--- config.mk ---
export PLATFORM = sky130hd
export DESIGN_NAME = store_narrow_buffer
export DESIGN_NICKNAME = d
export VERILOG_FILES = /design/src/rtl/store_narrow_buffer.sv
export SDC_FILE = /design/constraint.sdc
export NUM_CORES = 1
export LEC_CHECK = 0
export BUFFER_PORTS_ARGS = -buffer_cell sky130_fd_sc_hd__buf_4
export CORE_MARGIN = 2
export CORE_UTILIZATION = 30
export DETAILED_ROUTE_END_ITERATION = 10
export GPL_ROUTABILITY_DRIVEN = 0
export PLACE_DENSITY = 0.47
export SLEW_MARGIN = 20
export SYNTH_ARGS = -nofsm -noshare
export SYNTH_HDL_FRONTEND = slang
export SYNTH_SLANG_ARGS = --single-unit
--- constraint.sdc ---
create_clock -name clk -period 4.4 [get_ports clk]
set_input_delay 0.22 -clock clk [delete_from_list [all_inputs] [get_ports clk]]
set_output_delay 0.22 -clock clk [all_outputs]
set_load 0.01 [all_outputs]
--- src/rtl/store_narrow_buffer.sv ---
// Store path for the MEM stage: narrows and aligns sw/sh/sb data, builds byte
// enables, and queues accepted stores in an in-order FIFO that drains to data
// memory over a valid/ready handshake.
module store_narrow_buffer #(
  parameter int DEPTH = 2
) (
  input  logic        clk,
  input  logic        reset_n,
  input  logic        st_valid,
  output logic        st_ready,
  input  logic [1:0]  st_op,
  input  logic [31:0] st_addr,
  input  logic [31:0] st_data,
  output logic        st_err,
  output logic        mem_valid,
  input  logic        mem_ready,
  output logic [31:0] mem_addr,
  output logic [31:0] mem_wdata,
  output logic [3:0]  mem_be,
  output logic        empty
);

  localparam int PW = (DEPTH > 1) ? $clog2(DEPTH) : 1;
  localparam int CW = $clog2(DEPTH + 1);
  localparam logic [PW-1:0] PTR_ONE  = PW'(1);
  localparam logic [CW-1:0] CNT_ONE  = CW'(1);
  localparam logic [CW-1:0] CNT_FULL = CW'(DEPTH);

  logic [31:0]   addr_q  [DEPTH];
  logic [31:0]   wdata_q [DEPTH];
  logic [3:0]    be_q    [DEPTH];
  logic [PW-1:0] wr_ptr;
  logic [PW-1:0] rd_ptr;
  logic [CW-1:0] count;

  logic          good;
  logic [3:0]    be_new;
  logic [31:0]   wdata_new;
  logic          accept;
  logic          push;
  logic          pop;

  assign st_ready  = (count != CNT_FULL);
  assign mem_valid = (count != '0);
  assign empty     = (count == '0);
  assign accept    = st_valid & st_ready;
  assign push      = accept & good;
  assign pop       = mem_valid & mem_ready;

  // Decode the store width: alignment check, lane enables and lane-replicated data.
  always_comb begin
    good      = 1'b0;
    be_new    = 4'b0000;
    wdata_new = 32'h0;
    case (st_op)
      2'b00: begin
        good      = (st_addr[1:0] == 2'b00);
        be_new    = 4'b1111;
        wdata_new = st_data;
      end
      2'b01: begin
        good      = ~st_addr[0];
        be_new    = st_addr[1] ? 4'b1100 : 4'b0011;
        wdata_new = {2{st_data[15:0]}};
      end
      2'b10: begin
        good      = 1'b1;
        be_new    = 4'b0001 << st_addr[1:0];
        wdata_new = {4{st_data[7:0]}};
      end
      default: begin
        good = 1'b0;
      end
    endcase
  end

  // FIFO storage: data lanes carry no reset, only occupancy decides validity.
  always_ff @(posedge clk) begin
    if (push) begin
      addr_q[wr_ptr]  <= {st_addr[31:2], 2'b00};
      wdata_q[wr_ptr] <= wdata_new;
      be_q[wr_ptr]    <= be_new;
    end
  end

  // Pointers, occupancy and the one-cycle error pulse.
  always_ff @(posedge clk or negedge reset_n) begin
    if (!reset_n) begin
      wr_ptr <= '0;
      rd_ptr <= '0;
      count  <= '0;
      st_err <= 1'b0;
    end else begin
      st_err <= accept & ~good;
      if (push) wr_ptr <= wr_ptr + PTR_ONE;
      if (pop)  rd_ptr <= rd_ptr + PTR_ONE;
      case ({push, pop})
        2'b10:   count <= count + CNT_ONE;
        2'b01:   count <= count - CNT_ONE;
        default: count <= count;
      endcase
    end
  end

  // Present the head entry, forced to zero while nothing is queued.
  always_comb begin
    mem_addr  = 32'h0;
    mem_wdata = 32'h0;
    mem_be    = 4'b0000;
    if (mem_valid) begin
      mem_addr  = addr_q[rd_ptr];
      mem_wdata = wdata_q[rd_ptr];
      mem_be    = be_q[rd_ptr];
    end
  end

endmodule

Yosys cells after proc, flatten, opt, wreduce, memory -nomap -nowiden
Memories as Yosys holds them, arrays and structs flattened.
Cells that the tools add are included.
Widths: inputs -> output; s select.
- mux-type cells: 10
- bitwise operators: 6
- shift-type cells: 1
- reductions and logical operators: 5
- $add $sub $neg: 4
- equal/unequal tests: 5
- operators by type and width (kind ; count):
    $pmux 32 s3 ; 1
    $mux 32 ; 2
    $pmux 4 s3 ; 1
    $mux 4 ; 2
    $logic_not 2->1 ; 3
    $and 1x1->1 ; 4
    $eq 2x1->1 const B ; 2
    $eq 2x2->1 const B ; 2
    $pmux 2 s2 ; 1
    $reduce_bool 2->1 ; 2
    $shl 1x2->4 const A ; 1
    $pmux 1 s3 ; 1
    $add 1x1->1 const B ; 2
    $add 2x1->2 const B ; 1
    $mux 1 ; 2
    $ne 2x2->1 const B ; 1
    $not 1->1 ; 2
    $sub 2x1->2 const B ; 1
- memory bits (writable): 132
- register bits after elaboration: 5
- output and inout port bits: 72
- memories kept: 3
- logic and storage cells: 38
- bits of input ports: 70
- memory list (memory ; words ; width ; read ports ; clocked after Yosys merged registers in ; wr ports ; line ; RTL):
    wdata_q ; 2 ; 32 ; 1 ; 0 ; 1 ; 30 ; logic [31:0] wdata_q [DEPTH];
    addr_q ; 2 ; 30 ; 1 ; 0 ; 1 ; 29 ; logic [31:0] addr_q [DEPTH];
    be_q ; 2 ; 4 ; 1 ; 0 ; 1 ; 31 ; logic [3:0] be_q [DEPTH];

Logic depth before layout (Yosys ltp)
Gate-level depths: netlist of the first run.
- depth in word-level cells: 5
- mapped depth: 8
- mapped depth without buffers: 7

Worst setup path after synthesis of the first run
No wires, ideal clock.
- path type: input to register
- start point: in st_op[1]
- end point: mem addr_q[0][0] (netlist name) (enable)
- slack: 389 ps
- library setup time: 490 ps
- stages: 5
- path buffers: 1
- data arrival time: 3521 ps
- required time: 3910 ps
- cells stage by stage: buf_6 > nand2_1 > o211a_4 > nand3_4 > nor2_1
- longest elaborated chain between the ends: 5
- elaborated cells between the ends (all ways): 7
- those cells by class: eq/ne: 2; mux: 3; bitwise: 1; reduce/logical: 1
- ends and longest elaborated chain (element ; line ; RTL):
    start: declaration ; 11 ; input logic [1:0] st_op,
    $eq 2x2->1, or another cell as far along ; 55 ; case (st_op)
    $pmux 1 s3 (*) ; 55 ;
    $and 1x1->1 (*) ; 47 ; assign push = accept & good;
    $mux 1 (*) ; 79 ; if (push) begin
    $mux 1 (implied by the code) (*) ; 80 ; addr_q[wr_ptr] <= {st_addr[31:2], 2'b00};
    end: declaration ; 29 ;
Mark *: on every way between the ends. The rest lies on a longest branch, timed or not.

Final worst setup path of the first run
- start point: reg rd_ptr
- end point: out mem_wdata[12]
- longest elaborated chain between the ends: 2
- ends and longest elaborated chain (element ; line ; RTL):
    start: declaration ; 33 ; logic [PW-1:0] rd_ptr;
    start signal: assignment ; 96 ; if (pop) rd_ptr <= rd_ptr + PTR_ONE;
    $mem_v2 2x32 ; n/a ;
    $mux 32 ; 110 ; if (mem_valid) begin
    end: declaration ; 18 ; output logic [31:0] mem_wdata,
No other way between the ends.

==> results_dict.tcl, run 1 <==
set metrics [dict create \
    post_cts_buffers 0 \
    grt-ovfl-total 0 \
    drc 0 \
    reg2reg_setup_slack_ns 2.15 \
    endpoint_kind "output port" \
    synth_seq_area_share_pct 69.2 \
    grt_util_met2_pct 20.8 \
    wirelength_mm 13.6 \
    tightest_slew_ns 0.994 \
    fillCellCount 1887 \
    finalCritPeriodShare_pct 61.2 \
    finalSetupViolCount 0 \
    cts_hold_buf 31 \
    stdcell_count 856 \
    synthCells 409 \
    ir_drop_v 0.000292 \
    setup_tns_ns 0 \
    holdCritStartpoint "st_valid" \
    antenna_found_initial 0 \
    core-area_mm2 0.0194 \
    synth_cell_types 28 \
    syn_area_per_cell_um2 14.4 \
    cts_resized 0 \
    worstSetupPathType "reg2out" \
    clkSinkCount 137 \
    row_count 51 \
    detailedPlace.worstSlack_ns 1.74 \
    drt-initial-drc-count 155 \
    ant_nets 0 \
    area_delta_synth_final_pct 35.9 \
    clock-root-buffer "clkbuf_16" \
    ctsLongestPathBuffers 2 \
    skew_ns 0.00663 \
    dr.pass1.iters 4 \
    start_util_pct 30.5 \
    dp.cells 793 \
    grtUsageMet1_pct 17.8 \
    crit_arrival_ns 2.47 \
    cp_data_required_time_ns 4.18 \
    io_pins 142 \
    track_usage_pct 13.2 \
    io_buffers 139 \
    yosys_register_bits 137 \
    clock.fmax_mhz 371 \
    antennaDiodeCount 0 \
    top_usage_layer "met2" \
    cts_inserted_buffers 17 \
    yosysWarnings 0 \
    h-tree-depth 4 \
    die_y_um 144 \
    routedWlPerCell_um 15.9 \
    cts_tree "done" \
    grt_max_degree 57 \
    power_mw 4.76 \
    worstSkewPairLatency_ns 0.41 \
    startpoint "rd_ptr$_DFFE_PN0P_" \
    grt_pass1_vias 3718 \
    cap_violations 0 \
    timing.rr.start "count[0]$_DFFE_PN0P_" \
    critPathCapture "mem_wdata[12]" \
    rsz0062_at_grt "no" \
    cp-start-kind "flop" \
    slew_violations 0 \
    viasPerCell 4.32 \
    grt_pass1_wl_mm 20.1 \
    reg2reg_to "addr_q[0][16]$_DFFE_PP_" \
    reg2reg_depth 4 \
    critPathMaxFanout 55 \
    min_period_ns 2.69 \
    hold_path_class "in2reg" \
    nets 649 \
    power_per_cell_area_mw_per_mm2 593 \
    dpl.hpwl_mm 9.27 \
    floorplan.die_area_mm2 0.0208 \
    drive_above_1_share_pct 31.0 \
    status "finished, final reports clean" \
    hold_violations 0 \
    syn-cell-area_mm2 0.00591 \
    die_w_um 144 \
    clkTransAtPathRegs_ns 0.06 \
    use_met3_pct 3.74 \
    p_leak_nw 3.25 \
    via_count 3698 \
    slew_headroom_pct 33.8 \
    setup_ws_ns 1.71 \
]
==> power breakdown <==
part	total, mW	internal (mW)	switching [mW]	leakage, nW
registers	1.82	1.64	0.179	1.27
clock network	1.34	0.787	0.552	0.274
logic	1.60	0.787	0.815	1.70
==> per-stage QoR <==
step	area [um^2]	util, %	hold WS, ns
final	8030	41.4	0.0795
after global routing	8030	41.4	0.102
after CTS	8030	41.4	0.0657
after detailed placement	7150	36.9	0.0264
after global placement	7150	36.9	0.0236
after floorplan	5910	-	-0.0756
==> worst min-delay path by stage <==
| stage | endpoint | slack (ns) | cells after the start |
|---|---|---|---|
| after global placement | st_err$_DFF_PN0_ | 0.02 | 1 |
| final | st_err$_DFF_PN0_ | 0.08 | 3 |
| after global routing | st_err$_DFF_PN0_ | 0.10 | 3 |
| after detailed placement | st_err$_DFF_PN0_ | 0.03 | 1 |
| after CTS | st_err$_DFF_PN0_ | 0.07 | 3 |
| after floorplan | count[0]$_DFFE_PN0P_ | -0.08 | 0 |
==> placed cells by master, fill, tap and decap left out <==
cell	count
nand2_1	18
dfrtp_1	4
nand2b_4	1
inv_6	5
conb_1	2
clkbuf_16	17
clkinv_2	2
nor2_4	2
dfrtp_4	1
inv_2	1
o211a_4	1
clkinvlp_4	2
and2_1	9
nor2_1	68
nor2b_1	2
mux2i_1	82
nand2b_1	2
ha_1	1
edfxtp_1	132
o21ai_0	26
inv_8	1
a21boi_0	2
buf_4	145
inv_1	10
xor2_1	2
clkinv_1	1
xnor2_1	3
or2_1	1
o22ai_1	2
o21a_1	2
nand3_4	1
dlygate4sd3_1	31
nand3b_1	8
bufinv_16	1
clkinv_4	3
==> routing by layer <==
metal	routed length (um)	part of all wire [%]
met5	0	0
met4	228	1.7
met3	651	4.8
met2	6340	47
met1	6400	47
==> worst max-delay path, cell delays in order, from the launching register on <==
cell     delay [ns]
dfrtp_4        1.07
buf_4          0.40
mux2i_1        0.31
nor2_1         0.09
buf_4          0.16
==> cells by family after synthesis <==
| logic type | count (synthesis) | synth area share [%] |
|---|---|---|
| other cells | 1 | 0.0635 |
| xor+xnor | 5 | 0.741 |
| fa+ha+maj | 1 | 0.212 |
| flops | 137 | 69.2 |
| simple gates | 112 | 8.62 |
| buf+inv | 38 | 4.04 |
| mux | 82 | 13.9 |
| compound gates | 33 | 3.22 |
==> Yosys cell counts (all sizes together) <==
| master | count | area share, % |
|---|---|---|
| o21ai | 26 | 2.2 |
| inv | 11 | 0.70 |
| and2 | 9 | 0.95 |
| xor2 | 2 | 0.30 |
| dfrtp | 5 | 2.1 |
| buf | 26 | 3.3 |
| o22ai | 2 | 0.21 |
| o211a | 1 | 0.30 |
| nand2b | 3 | 0.44 |
| conb | 1 | 0.063 |
| xnor2 | 3 | 0.44 |
| or2 | 1 | 0.11 |
| nand2 | 18 | 1.1 |
| ha | 1 | 0.21 |
| nor2 | 70 | 4.4 |
| clkbuf | 1 | 0.063 |
| mux2i | 82 | 14 |
| nand3 | 1 | 0.30 |
| nor2b | 2 | 0.21 |
| o21a | 2 | 0.25 |
| nand3b | 8 | 1.0 |
| edfxtp | 132 | 67 |
| a21boi | 2 | 0.25 |
==> cell type report <==
class                      instances  area (um^2)  share of cell area [%]
inverter                          11         41.3                   0.514
multi-input combinational        235         1600                    19.9
clock inverter                    15          140                    1.75
timing repair buffer             176         1400                    17.4
sequential                       137         4090                    51.0
clock buffer                      17          425                    5.30
tap                              265          332                    4.13
==> state kept, by name, summed over array words and instances (netlist names) <==
| name | flops |
|---|---|
| wr_ptr | 1 |
| be_q | 8 |
| st_err | 1 |
| count | 2 |
| addr_q | 60 |
| wdata_q | 64 |
| rd_ptr | 1 |
(Power assumes the default switching activity.)
==> run 2: changes to the inputs <==
--- a/config.mk
+++ b/config.mk
@@ -10,7 +10,7 @@
 export CORE_UTILIZATION = 30
 export DETAILED_ROUTE_END_ITERATION = 10
 export GPL_ROUTABILITY_DRIVEN = 0
-export PLACE_DENSITY = 0.47
+export PLACE_DENSITY = 0.49
 export SLEW_MARGIN = 20
 export SYNTH_ARGS = -nofsm -noshare
 export SYNTH_HDL_FRONTEND = slang
==> constraint.sdc (replaced) <==
create_clock -name clk -period 2.2 [get_ports clk]
set_input_delay 0.11 -clock clk [delete_from_list [all_inputs] [get_ports clk]]
set_output_delay 0.11 -clock clk [all_outputs]
set_load 0.01 [all_outputs]
==> run 2 against run 1 <==
Critical path depth is the same. Design area rose by 1.7%. Final cell count increased by 0.58%. Sequential power rose by 92%. Clock power is 110% higher. Sequential cell count unchanged.
==> results_dict.tcl, run 2 (same netlist as run 1, synthesis figures left out) <==
set metrics [dict create \
    slew_headroom_pct 52.7 \
    clkSinkCount 137 \
    rsz0062_at_grt "no" \
    cp_data_required_time_ns 2.09 \
    startpoint "rd_ptr$_DFFE_PN0P_" \
    hold_end "wdata_q[0][1]$_DFFE_PP_" \
    reg2reg_setup_slack_ns 0.49 \
    top_register "wdata_q" \
    clkTransAtPathRegs_ns 0.06 \
    largest_reg_flops 64 \
    tightest_slew_ns 0.708 \
    core-area_mm2 0.0194 \
    area_delta_synth_final_pct 38.2 \
    endpoint_kind "output port" \
    finalSetupViolCount 0 \
    grt_pass1_wl_mm 20.6 \
    critPathMaxFanout 27 \
    p_leak_nw 3.31 \
    antenna_found_initial 0 \
    grt-ovfl-total 0 \
    power_per_cell_area_mw_per_mm2 1200 \
    ctsLongestPathBuffers 2 \
    timing.rr.start "count[0]$_DFFE_PN0P_" \
    clock.fmax_mhz 498 \
    drc 0 \
    dr.pass1.iters 4 \
    drt-initial-drc-count 186 \
    crit_arrival_ns 1.90 \
    holdCritStartpoint "st_data[1]" \
    mostFrequentLayoutCell "buf_4" \
    clock-root-buffer "clkbuf_16" \
    hold_path_class "in2reg" \
    via_count 3705 \
    worstHoldPathCells 2 \
    final_util_pct 42.1 \
    dpl.hpwl_mm 9.29 \
    start_util_pct 30.5 \
    skew_ns 0.00614 \
    grt_pass1_vias 3841 \
    post_cts_buffers 0 \
    finalCritPeriodShare_pct 91.2 \
    cts_tree "done" \
    mostFrequentLayoutCells "buf_4, edfxtp_1, mux2i_1, nor2_1, dlygate4sd3_1" \
    worstSetupPathType "reg2out" \
    detailedPlace.worstSlack_ns 0.396 \
    routedWlPerCell_um 15.9 \
    antennaDiodeCount 0 \
    worstSkewPairLatency_ns 0.42 \
    io_buffers 139 \
    h-tree-depth 4 \
    drive_above_1_share_pct 30.7 \
    die_w_um 144 \
    viasPerCell 4.30 \
    cts_inserted_buffers 17 \
    io_pins 142 \
    floorplan.die_area_mm2 0.0208 \
    power_mw 9.77 \
    nets 654 \
    setup_tns_ns 0 \
    status "finished, final reports clean" \
    setup_ws_ns 0.194 \
    cp-start-kind "flop" \
    reg2reg_to "addr_q[0][2]$_DFFE_PP_" \
    wirelength_mm 13.7 \
    ir_drop_v 0.000645 \
    ant_nets 0 \
    reg.largest.list "wdata_q x64, addr_q x60, be_q x8" \
    grt_max_degree 37 \
    hold_violations 0 \
    die_y_um 144 \
    slew_violations 0 \
    track_usage_pct 13.5 \
    cap_violations 0 \
    row_count 51 \
    reg2reg_depth 4 \
    min_period_ns 2.01 \
]
run 2: cell count changes in the layout (fill, tap and decap cells not counted), sizes merged:
cell / delta
inv: -4
clkinvlp: -2
clkbuf: +2
dlygate4sd3: +1
bufinv: +2
buf: +4
clkinv: +2
run 2: metal layers:
layer / wire length [um] / share of wire, % / up-vias / global-route usage, %
li1: - / - / 1821 / -
met1: 5950 / 43 / 1758 / 16.4
met2: 6790 / 50 / 116 / 23.0
met3: 805 / 5.9 / 10 / 3.81
met4: 155 / 1.1 / 0 / 4.75
met5: 0 / 0 / - / 0
run 2: how the worst max path moves through the flow:
stage / end / slack [ns] / cells after the start
3_3_place_gp: addr_q[1][16]$_DFFE_PP_ / 0.46 / 6
2_1_floorplan: addr_q[0][0]$_DFFE_PP_ / -0.70 / 3
4_1_cts: mem_wdata[14] / 0.08 / 5
3_5_place_dp: addr_q[1][10]$_DFFE_PP_ / 0.40 / 6
5_1_grt: mem_addr[5] / 0.06 / 4
6_report: mem_addr[15] / 0.19 / 4
run 2: metrics by stage:
stage               instances  hold WS (ns)  area [um^2]
floorplan                 410        -0.186         5920
global placement          797       -0.0853         7260
detailed placement        797       -0.0814         7260
CTS                       861        0.0293         8160
global route              861        0.0560         8170
finish                    861        0.0481         8170
run 2: area by class of cell:
class,instances,area [um^2]
Fill cell,1865,11200
Sequential cell,137,4090
Multi-Input combinational cell,235,1600
Timing Repair Buffer,181,1510
Clock buffer,19,433
Tap cell,265,332
Clock inverter,13,151
Inverter,11,43.8
run 2: where the power goes:
group / leakage (nW) / internal [mW] / switching (mW) / total, mW
clock network: 0.288 / 1.77 / 1.04 / 2.81
registers: 1.27 / 3.28 / 0.221 / 3.50
logic: 1.75 / 1.70 / 1.76 / 3.46
total: 3.31 / 6.76 / 3.02 / 9.77
run 2: what timing repair did:
item	4_1_cts	5_1_grt
hold endpoints to repair	66	0
setup endpoints to repair	0	3
gates resized for setup	0	2
hold buffers	32	0
run 2: worst max-delay path: stages, from the launching register on:
cell,delay (ns)
dfrtp_4,0.72
buf_12,0.28
mux2i_1,0.23
nor2_1,0.06
buf_4,0.15
==> run 3: changes to the inputs <==
--- a/config.mk
+++ b/config.mk
@@ -7,10 +7,10 @@
 export LEC_CHECK = 0
 export BUFFER_PORTS_ARGS = -buffer_cell sky130_fd_sc_hd__buf_4
 export CORE_MARGIN = 2
-export CORE_UTILIZATION = 30
+export CORE_UTILIZATION = 48
 export DETAILED_ROUTE_END_ITERATION = 10
 export GPL_ROUTABILITY_DRIVEN = 0
-export PLACE_DENSITY = 0.49
+export PLACE_DENSITY = 0.73
 export SLEW_MARGIN = 20
 export SYNTH_ARGS = -nofsm -noshare
 export SYNTH_HDL_FRONTEND = slang
==> run 3 against run 2 <==
Design area decreased by 1.6%. Via count is 1.1% higher. Count of clock-buffer cells in the layout down 2. Sequential share of layout area up 0.80 points. Final cell count shrank 14%. Worst hold slack got worse by 0.0030 ns. Register-to-register slack better by 0.10 ns. Routed wire length is 9.6% lower. Critical path depth stayed put. Maximum frequency is 3.0% higher. Global-route usage increased by 5.7 points.
==> results_dict.tcl, run 3 (same netlist as run 1, synthesis figures left out) <==
set metrics [dict create \
    status "finished, final reports clean" \
    crit_arrival_ns 1.84 \
    multiInputGateArea_mm2 0.00160 \
    finalCritPeriodShare_pct 88.5 \
    tightest_slew_ns 0.606 \
    design_area_mm2 0.00804 \
    slew_violations 0 \
    skew_ns 0.00770 \
    floorplan.die_area_mm2 0.0132 \
    min_period_ns 1.95 \
    drive_above_1_share_pct 31.5 \
    detailedPlace.worstSlack_ns 0.569 \
    grt-ovfl-total 0 \
    reg.largest.list "wdata_q x64, addr_q x60, be_q x8" \
    largest_reg_flops 64 \
    hold_slack_ns 0.0451 \
    pwr-share-comb_pct 35.3 \
    ir_drop_v 0.000756 \
    row_count 40 \
    via_count 3746 \
    p_sw_mw 3.09 \
    antenna_found_initial 0 \
    io_buffers 139 \
    stdcell_count 743 \
    post_cts_buffers 0 \
    pwr-share-seq_pct 35.4 \
    track_usage_pct 19.1 \
    clkSinkCount 137 \
    io_pins 142 \
    antennaDiodeCount 0 \
    ant_nets 0 \
    drt-initial-drc-count 218 \
    cts_resized 0 \
    h-tree-depth 4 \
    mostFrequentLayoutCell "buf_4" \
    die_y_um 115 \
    dp.cells 679 \
    place_area_mm2 0.00711 \
    clock.fmax_mhz 513 \
    mostFrequentLayoutCells "buf_4, edfxtp_1, mux2i_1, nor2_1, dlygate4sd3_1" \
    drc 0 \
    nets 654 \
    cts_inserted_buffers 17 \
    worstSkewPairLatency_ns 0.41 \
    power_per_cell_area_mw_per_mm2 1220 \
    die_w_um 115 \
    clkTransAtPathRegs_ns 0.06 \
    viasPerCell 5.04 \
    slew_headroom_pct 59.5 \
    top_register "wdata_q" \
    cp_data_required_time_ns 2.09 \
    cts_tree "done" \
    rsz0062_at_grt "no" \
    routedWlPerCell_um 16.7 \
    reg2reg_to "count[1]$_DFFE_PN0P_" \
    grt_pass1_vias 3756 \
    cap_violations 0 \
    core-area_mm2 0.0120 \
    seq_area_mm2 0.00409 \
    area_delta_synth_final_pct 36.0 \
    power.share.clock_pct 29.3 \
    endpoint_kind "output port" \
    reg2reg_setup_slack_ns 0.59 \
    reg2reg_depth 5 \
    critPathMaxFanout 17 \
    p_int_mw 6.67 \
    setup_ws_ns 0.253 \
    cp-start-kind "flop" \
    dr.pass1.iters 4 \
    ctsLongestPathBuffers 2 \
    grt_max_degree 68 \
    worstSetupPathType "reg2out" \
    fillCellCount 844 \
    grt_pass1_wl_mm 19.0 \
    netSwitchingFraction_pct 31.7 \
    clock-root-buffer "clkbuf_16" \
    wirelength_mm 12.4 \
    start_util_pct 49.2 \
    p_leak_nw 3.31 \
    dpl.hpwl_mm 8.22 \
    hold_path_class "in2async" \
    finalSetupViolCount 0 \
    timing.rr.start "count[0]$_DFFE_PN0P_" \
    hold_violations 0 \
]
run 3: final cells by class:
type | count | area share, %
inverters | 11 | 0.514
clock inverters | 15 | 2.26
well taps | 147 | 2.29
clock buffers | 17 | 5.29
flip-flops and latches | 137 | 50.9
multi-input cells | 235 | 19.9
repair buffers | 181 | 18.8
run 3: worst max-delay path by stage:
stage / cells past startpoint / slack (ns) / to / startpoint
2_1_floorplan: 3 / -0.70 / addr_q[0][0]$_DFFE_PP_ / count[0]$_DFFE_PN0P_
6_report: 4 / 0.25 / mem_wdata[28] / rd_ptr$_DFFE_PN0P_
3_5_place_dp: 6 / 0.57 / wdata_q[0][23]$_DFFE_PP_ / st_op[1]
3_3_place_gp: 6 / 0.63 / wdata_q[0][29]$_DFFE_PP_ / st_op[1]
4_1_cts: 4 / 0.19 / mem_wdata[16] / rd_ptr$_DFFE_PN0P_
5_1_grt: 4 / 0.12 / mem_wdata[14] / rd_ptr$_DFFE_PN0P_
run 3: repair_timing:
| item | CTS | global route |
|---|---|---|
| hold buffers | 32 | 0 |
| endpoints found under the hold margin | 66 | 0 |
| setup endpoints to repair | 0 | 0 |
run 3: per-layer routing:
| metal | up-vias | wire length (um) | track usage [%] |
|---|---|---|---|
| met2 | 136 | 6260 | 31.7 |
| met1 | 1781 | 5290 | 24.6 |
| met4 | 0 | 136 | 6.18 |
| met5 | - | 0 | 0 |
| met3 | 13 | 705 | 5.32 |
| li1 | 1816 | - | - |
run 3: worst max-delay path, cell delays in order, from the launching register on:
cell and delay [ns]:
dfrtp_4 0.62, buf_4 0.32, mux2i_1 0.25, nor2_1 0.08, buf_4 0.15
run 3: metrics by stage:
step / power [mW] / utilization, % / TNS (ns)
2_1_floorplan: 5.45 / - / -91.90
3_3_place_gp: 6.89 / 59.2 / 0
3_5_place_dp: 6.95 / 59.2 / 0
4_1_cts: 9.89 / 66.9 / 0
5_1_grt: 10.2 / 66.9 / 0
6_report: 9.77 / 66.9 / 0
run 3: power groups by stage:
stage,registers [mW],clock network [mW],logic [mW]
floorplan,3.42,0,2.03
global placement,3.50,0,3.39
detailed placement,3.52,0,3.43
CTS,3.47,2.92,3.50
global route,3.50,3.02,3.73
finish,3.46,2.86,3.44
